===== config.mk =====
export PLATFORM = sky130hd
export DESIGN_NAME = fb_reader
export DESIGN_NICKNAME = d
export VERILOG_FILES = /design/src/rtl/fb_reader.sv
export SDC_FILE = /design/constraint.sdc
export NUM_CORES = 2
export LEC_CHECK = 0
export CAP_MARGIN = 15
export CORE_MARGIN = 3
export CORE_UTILIZATION = 50
export CTS_CLUSTER_DIAMETER = 200
export DETAILED_ROUTE_END_ITERATION = 7
export PLACE_DENSITY_LB_ADDON = 0.12
export SYNTH_ARGS = -nofsm -noshare
export SYNTH_HDL_FRONTEND = slang
export SYNTH_SLANG_ARGS = --single-unit

===== constraint.sdc =====
create_clock -name i_clk -period 16.4 [get_ports i_clk]
set_input_delay 3.28 -clock i_clk [delete_from_list [all_inputs] [get_ports i_clk]]
set_output_delay 3.28 -clock i_clk [all_outputs]
set_load 0.1 [all_outputs]

===== src/rtl/fb_reader.sv =====
// Framebuffer read path: fetches 128-bit words in address order under a credit
// limit, buffers them and unpacks MSB-first RGB565 pixels with frame position flags.
module fb_reader #(
    parameter int WIDTH      = 1024,
    parameter int HEIGHT     = 768,
    parameter int FIFO_DEPTH = 16,
    parameter int ADDR_STEP  = 8
) (
    input  logic         i_clk,
    input  logic         i_rst,
    input  logic         i_ram_init_done,
    input  logic         i_frame_restart,
    output logic         o_rd_req,
    output logic [27:0]  o_rd_addr,
    input  logic         i_rd_ack,
    input  logic         i_rd_valid,
    input  logic [127:0] i_rd_data,
    output logic         o_pix_valid,
    input  logic         i_pix_ready,
    output logic [15:0]  o_pix_data,
    output logic         o_pix_sof,
    output logic         o_pix_eol,
    output logic         o_busy
);

    // state | meaning
    // IDLE  | waiting for RAM calibration, nothing requested
    // RUN   | issuing reads under credit and streaming pixels
    // DRAIN | frame aborted; discarding returns until nothing is outstanding

    localparam int WORDS = WIDTH * HEIGHT / 8;
    localparam int PW    = $clog2(FIFO_DEPTH);
    localparam int CW    = PW + 1;
    localparam int XW    = $clog2(WIDTH);
    localparam int YW    = $clog2(HEIGHT);
    localparam logic [27:0]   LAST_ADDR = 28'((WORDS - 1) * ADDR_STEP);
    localparam logic [27:0]   STEP      = 28'(ADDR_STEP);
    localparam logic [XW-1:0] X_LAST    = XW'(WIDTH - 1);
    localparam logic [YW-1:0] Y_LAST    = YW'(HEIGHT - 1);
    localparam logic [CW-1:0] DEPTH_C   = CW'(FIFO_DEPTH);

    typedef enum logic [1:0] {S_IDLE, S_RUN, S_DRAIN} state_t;

    state_t          r_state;
    state_t          w_next;
    logic [127:0]    r_mem [FIFO_DEPTH];
    logic [PW-1:0]   r_wr_ptr;
    logic [PW-1:0]   r_rd_ptr;
    logic [CW-1:0]   r_count;
    logic [CW-1:0]   r_outstanding;
    logic [2:0]      r_lane;
    logic [XW-1:0]   r_x;
    logic [YW-1:0]   r_y;
    logic [27:0]     r_rd_addr;

    logic            w_enter_drain;
    logic            w_credit_ok;
    logic            w_ack;
    logic            w_push;
    logic            w_fire;
    logic            w_pop;
    logic [127:0]    w_head;
    logic [127:0]    w_lane_sh;

    assign w_enter_drain = i_frame_restart &&
                           (r_state == S_RUN || (r_state == S_IDLE && i_ram_init_done));
    // Words in flight plus words held can never exceed the buffer size.
    assign w_credit_ok   = (r_outstanding + r_count) < DEPTH_C;
    assign w_ack         = o_rd_req & i_rd_ack;
    assign w_push        = i_rd_valid && (r_state != S_DRAIN) && !w_enter_drain;
    assign w_fire        = o_pix_valid & i_pix_ready;
    assign w_pop         = w_fire && (r_lane == 3'd7);
    assign w_head        = r_mem[r_rd_ptr];
    assign w_lane_sh     = w_head << {r_lane, 4'b0000};

    always_comb begin
        w_next      = r_state;
        o_rd_req    = 1'b0;
        o_busy      = (r_state != S_IDLE);
        o_pix_valid = (r_state != S_DRAIN) && (r_count != '0);
        case (r_state)
            S_IDLE: begin
                if (w_enter_drain)
                    w_next = S_DRAIN;
                else if (i_ram_init_done)
                    w_next = S_RUN;
            end
            S_RUN: begin
                o_rd_req = i_ram_init_done && w_credit_ok;
                if (i_frame_restart)
                    w_next = S_DRAIN;
            end
            S_DRAIN: begin
                if (r_outstanding == '0)
                    w_next = i_ram_init_done ? S_RUN : S_IDLE;
            end
            default: w_next = S_IDLE;
        endcase
    end

    assign o_rd_addr  = r_rd_addr;
    assign o_pix_data = o_pix_valid ? w_lane_sh[127:112] : 16'h0000;
    assign o_pix_sof  = o_pix_valid && (r_x == '0) && (r_y == '0);
    assign o_pix_eol  = o_pix_valid && (r_x == X_LAST);

    always_ff @(posedge i_clk) begin
        if (i_rst) begin
            r_state       <= S_IDLE;
            r_wr_ptr      <= '0;
            r_rd_ptr      <= '0;
            r_count       <= '0;
            r_outstanding <= '0;
            r_lane        <= '0;
            r_x           <= '0;
            r_y           <= '0;
            r_rd_addr     <= '0;
        end else begin
            r_state <= w_next;
            if (w_ack && !i_rd_valid)
                r_outstanding <= r_outstanding + CW'(1);
            else if (!w_ack && i_rd_valid)
                r_outstanding <= r_outstanding - CW'(1);
            if (w_enter_drain) begin
                r_wr_ptr  <= '0;
                r_rd_ptr  <= '0;
                r_count   <= '0;
                r_lane    <= '0;
                r_x       <= '0;
                r_y       <= '0;
                r_rd_addr <= '0;
            end else begin
                if (w_ack)
                    r_rd_addr <= (r_rd_addr == LAST_ADDR) ? 28'd0 : r_rd_addr + STEP;
                if (w_push)
                    r_wr_ptr <= r_wr_ptr + PW'(1);
                if (w_pop)
                    r_rd_ptr <= r_rd_ptr + PW'(1);
                r_count <= r_count + CW'(w_push) - CW'(w_pop);
                if (w_fire) begin
                    r_lane <= r_lane + 3'd1;
                    if (r_x == X_LAST) begin
                        r_x <= '0;
                        r_y <= (r_y == Y_LAST) ? '0 : r_y + YW'(1);
                    end else begin
                        r_x <= r_x + XW'(1);
                    end
                end
            end
        end
    end

    always_ff @(posedge i_clk) begin
        if (w_push)
            r_mem[r_wr_ptr] <= i_rd_data;
    end

    always_ff @(posedge i_clk) begin
        if (!i_rst && i_rd_valid)
            assert (r_count != DEPTH_C);
    end

endmodule

==> flow_metrics.py <==
metrics = {
    "drt": {
        "wl_microns": 222000,
        "via_per_inst": 6.27,
        "wl_per_cell_microns": 33.4,
        "antenna_left": 0,
        "drtIter0Drc": 4705,
        "first_pass_iters": 6,
        "route.vias.total": 41700,
        "drc": 0,
    },
    "die": {
        "rows": 147,
        "dieArea_sq_mm": 0.168,
        "fp.dieW_microns": 409,
        "dieHeight_microns": 409,
        "initial_core_util_pct": 50.5,
        "ios": 184,
        "core_sq_mm": 0.161,
    },
    "timing": {
        "min_period_ns": 10.09,
        "rsz0062_at_grt": "false",
        "drv_slew": 0,
        "hold_viol": 0,
        "period_share_pct": 61.5,
        "max_clock_freq_ghz": 0.0991,
        "max_slew_margin_pct": 20.5,
        "finalSetupTns_ns": 0,
        "timing.final.ws_setup_ns": 6.31,
        "skew_ns": 0.0284,
        "setup_viol": 0,
        "tightest_slew_ns": 1.19,
    },
    "hold_path": {
        "min_path_type": "reg2reg",
    },
    "cts": {
        "clock_latency_ns": 0.84,
        "cts.path.max_buffers": 3,
        "cts_sinks": 2120,
        "cts_resized": 0,
        "cts_tree": "done",
        "cts_root_buf": "clkbuf_16",
        "holdBufCountCts": 0,
        "cts.htree.levels": 4,
        "postCtsSetupBuffers": 0,
        "cts_buffers": 212,
        "clk_pin_slew_worst_paths_ns": 0.06,
    },
    "worst_setup_path": {
        "path_delay_family": "buffers and inverters",
        "cp.required_ns": 13.12,
        "critPathBufInv": 4,
        "worstPathArrival_ns": 6.81,
        "worstSetupPathType": "reg2out",
        "critical-path-max-stage-delay_ns": 1.30,
        "endpoint_kind": "primary output",
        "crit_slowest_cell": "clkdlybuf4s50_1",
        "crit_path_start_kind": "register",
        "crit_chain": "buf_4, buf_4, buf_4, mux4_2, a22oi_1, nand4_1, nor2_1, a21oi_1, clkdlybuf4s50_1",
        "crit_top_cell": "buf_4",
        "cp_max_fo": 45,
    },
    "placed_design": {
        "port_buffers": 180,
        "placed_area_sq_mm": 0.0861,
        "dp_cells": 6261,
        "gp_congestion": 0.775,
        "dpl.hpwl_microns": 121000,
        "dpl_worst_slack_ns": 7.07,
    },
    "finish": {
        "syn_to_final_growth_pct": 14.2,
        "final_cell_area_sq_mm": 0.0929,
        "drive_above_1_share_pct": 17.1,
        "fin_cells": 6654,
        "final_nets": 4477,
        "fillers": 12000,
    },
    "global_routing": {
        "track_usage_pct": 26.5,
        "grt_overflow": 0,
        "grt_max_degree": 128,
        "grt_pass1_wl_microns": 316000,
        "antenna_found_initial": 23,
        "grt_pass1_vias": 41500,
    },
    "synthesis": {
        "netlist_area_sq_mm": 0.0813,
        "synth_edf_count": 2048,
        "syn_inst": 4032,
        "ys_ff_latch": 2120,
        "yosysTopAreaCell": "edfxtp_1",
        "synthArstFlopShare_pct": 0,
        "synth_flop_cell": "edfxtp_1",
        "avgSynthCellArea_sq_um": 20.2,
        "yosys_warnings": 0,
        "yosysTopAreaCellShare_pct": 75.6,
        "synth_area_leaders": "edfxtp_1 76%, mux4_2 8.8%, mux2i_1 4.8%",
        "ys_types": 62,
        "ys_seq_area_share_pct": 77.4,
    },
    "run": {
        "cap_violations": 0,
    },
    "pwr": {
        "powerDensity_mw_per_mm2": 121,
        "leakagePower_uw": 0.0277,
        "vdd_drop_max_mv": 0.130,
        "total_power_uw": 11200,
    },
    "outcome": {
        "status": "finished, final reports clean",
    },
}
-- per-layer routing --
metal,share of wire [%],track usage (%)
met3,7.3,4.63
met2,48,42.5
met1,42,37.8
met4,3.0,7.71
met5,0.034,0
-- path summary, 6_finish.rpt --
check / slack [ns] / end / start / cells after the start
setup / recovery: 6.31 / o_pix_data[1] / register / 9
hold reg to reg: 0.49 / r_y[1] / r_y[1] / 2
hold / removal: 0.49 / r_y[1] / r_y[1] / 2
setup reg to reg: 11.34 / r_mem[9][60] / r_state[1] / 8
-- area by class of cell --
class                           instances  area (sq um)  area share, %
Multi-Input combinational cell       1684         17500           18.9
Antenna cell                            8          20.0         0.0216
Clock inverter                        130          1190           1.28
Inverter                               22          82.6         0.0889
Tap cell                             2160          2700           2.91
Timing Repair Buffer                  275          2800           3.02
Clock buffer                          255          5590           6.02
Sequential cell                      2120         62900           67.8
-- cells in the mapped netlist, types with 3 or more instances --
master	instances
nor4_1	9
ha_1	25
a32oi_1	6
nor2_2	3
buf_1	8
xor2_1	20
o21ai_0	10
a22oi_1	281
dfxtp_1	72
buf_2	115
and3_1	16
nand2b_1	6
mux4_2	316
clkbuf_1	66
a221oi_1	12
xnor2_1	29
edfxtp_1	2048
nor3_1	25
a22o_1	12
nor4b_1	5
nand4_1	70
and4_1	7
buf_6	3
and2_1	7
a2111oi_0	11
a21oi_1	69
nor2_1	103
buf_4	16
inv_1	22
nor2b_1	10
nand2_1	89
o21a_1	3
nand3b_1	4
nor3b_1	3
or3_1	4
a31oi_1	3
nand3_1	99
mux2i_1	394
-- power breakdown --
part / total [uW] / internal (uW) / switching [uW]
Combinational: 477 / 116 / 361
Sequential: 6010 / 6000 / 19.2
Clock: 4740 / 2720 / 2020
-- sequential cells by signal (all words and copies together), names as in the netlist, named ones only --
signal and count:
o_rd_addr 25, r_count 5, r_lane 3, r_mem 2048, r_outstanding 5, r_rd_ptr 4, r_state 2, r_wr_ptr 4
r_x 10, r_y 10
-- cells by family after synthesis --
| kind of cell | Yosys count | share of synthesized area [%] |
|---|---|---|
| AOI/OAI and AO/OA | 414 | 3.64 |
| xor gates and xnor gates | 49 | 0.528 |
| adders and majority gates | 27 | 0.434 |
| buffers and inverters | 230 | 1.34 |
| DFF | 2120 | 77.4 |
| muxes | 711 | 13.6 |
| other | 1 | 0.00461 |
| and+or+nand+nor | 480 | 3.05 |
-- per-stage QoR --
step | utilization (%) | hold slack [ns]
final | 57.6 | 0.487
after global routing | 57.6 | 0.530
after CTS | 57.6 | 0.492
after detailed placement | 53.4 | 0.483
after global placement | 53.4 | 0.473
after floorplan | - | 0.457
-- cells in the final DEF, fill, tap and decap left out, types with 7 or more instances in the layout --
master and instances:
and3_1 16, a2111oi_0 11, nor2b_1 8, clkbuf_16 218, and4_1 7, clkinv_2 42, nor3_1 15, nor2_2 14
a221oi_1 12, clkdlybuf4s50_1 180, nor3_2 11, diode_2 8, bufinv_16 19, a21oi_1 69, nor2_1 79, xnor2_1 29
nor2_4 13, nand3_1 99, dfxtp_1 70, ha_1 25, mux2i_1 394, nor4_1 8, clkinv_1 49, a22o_1 12
edfxtp_1 2048, o21ai_0 10, mux4_2 316, buf_4 72, a22oi_1 281, clkbuf_1 37, nand4_1 70, buf_12 23
inv_1 22, clkinvlp_4 10, nand2_1 89, xor2_1 20
-- worst reg2reg max path, stage by stage (launching register included) --
cell	delay, ns
dfxtp_1	0.34
nor2b_1	0.17
buf_4	0.16
nor3b_2	0.55
nand2_1	0.39
nor2_4	0.81
buf_4	0.75
buf_4	0.72
buf_4	0.76
(Power assumes the default switching activity.)
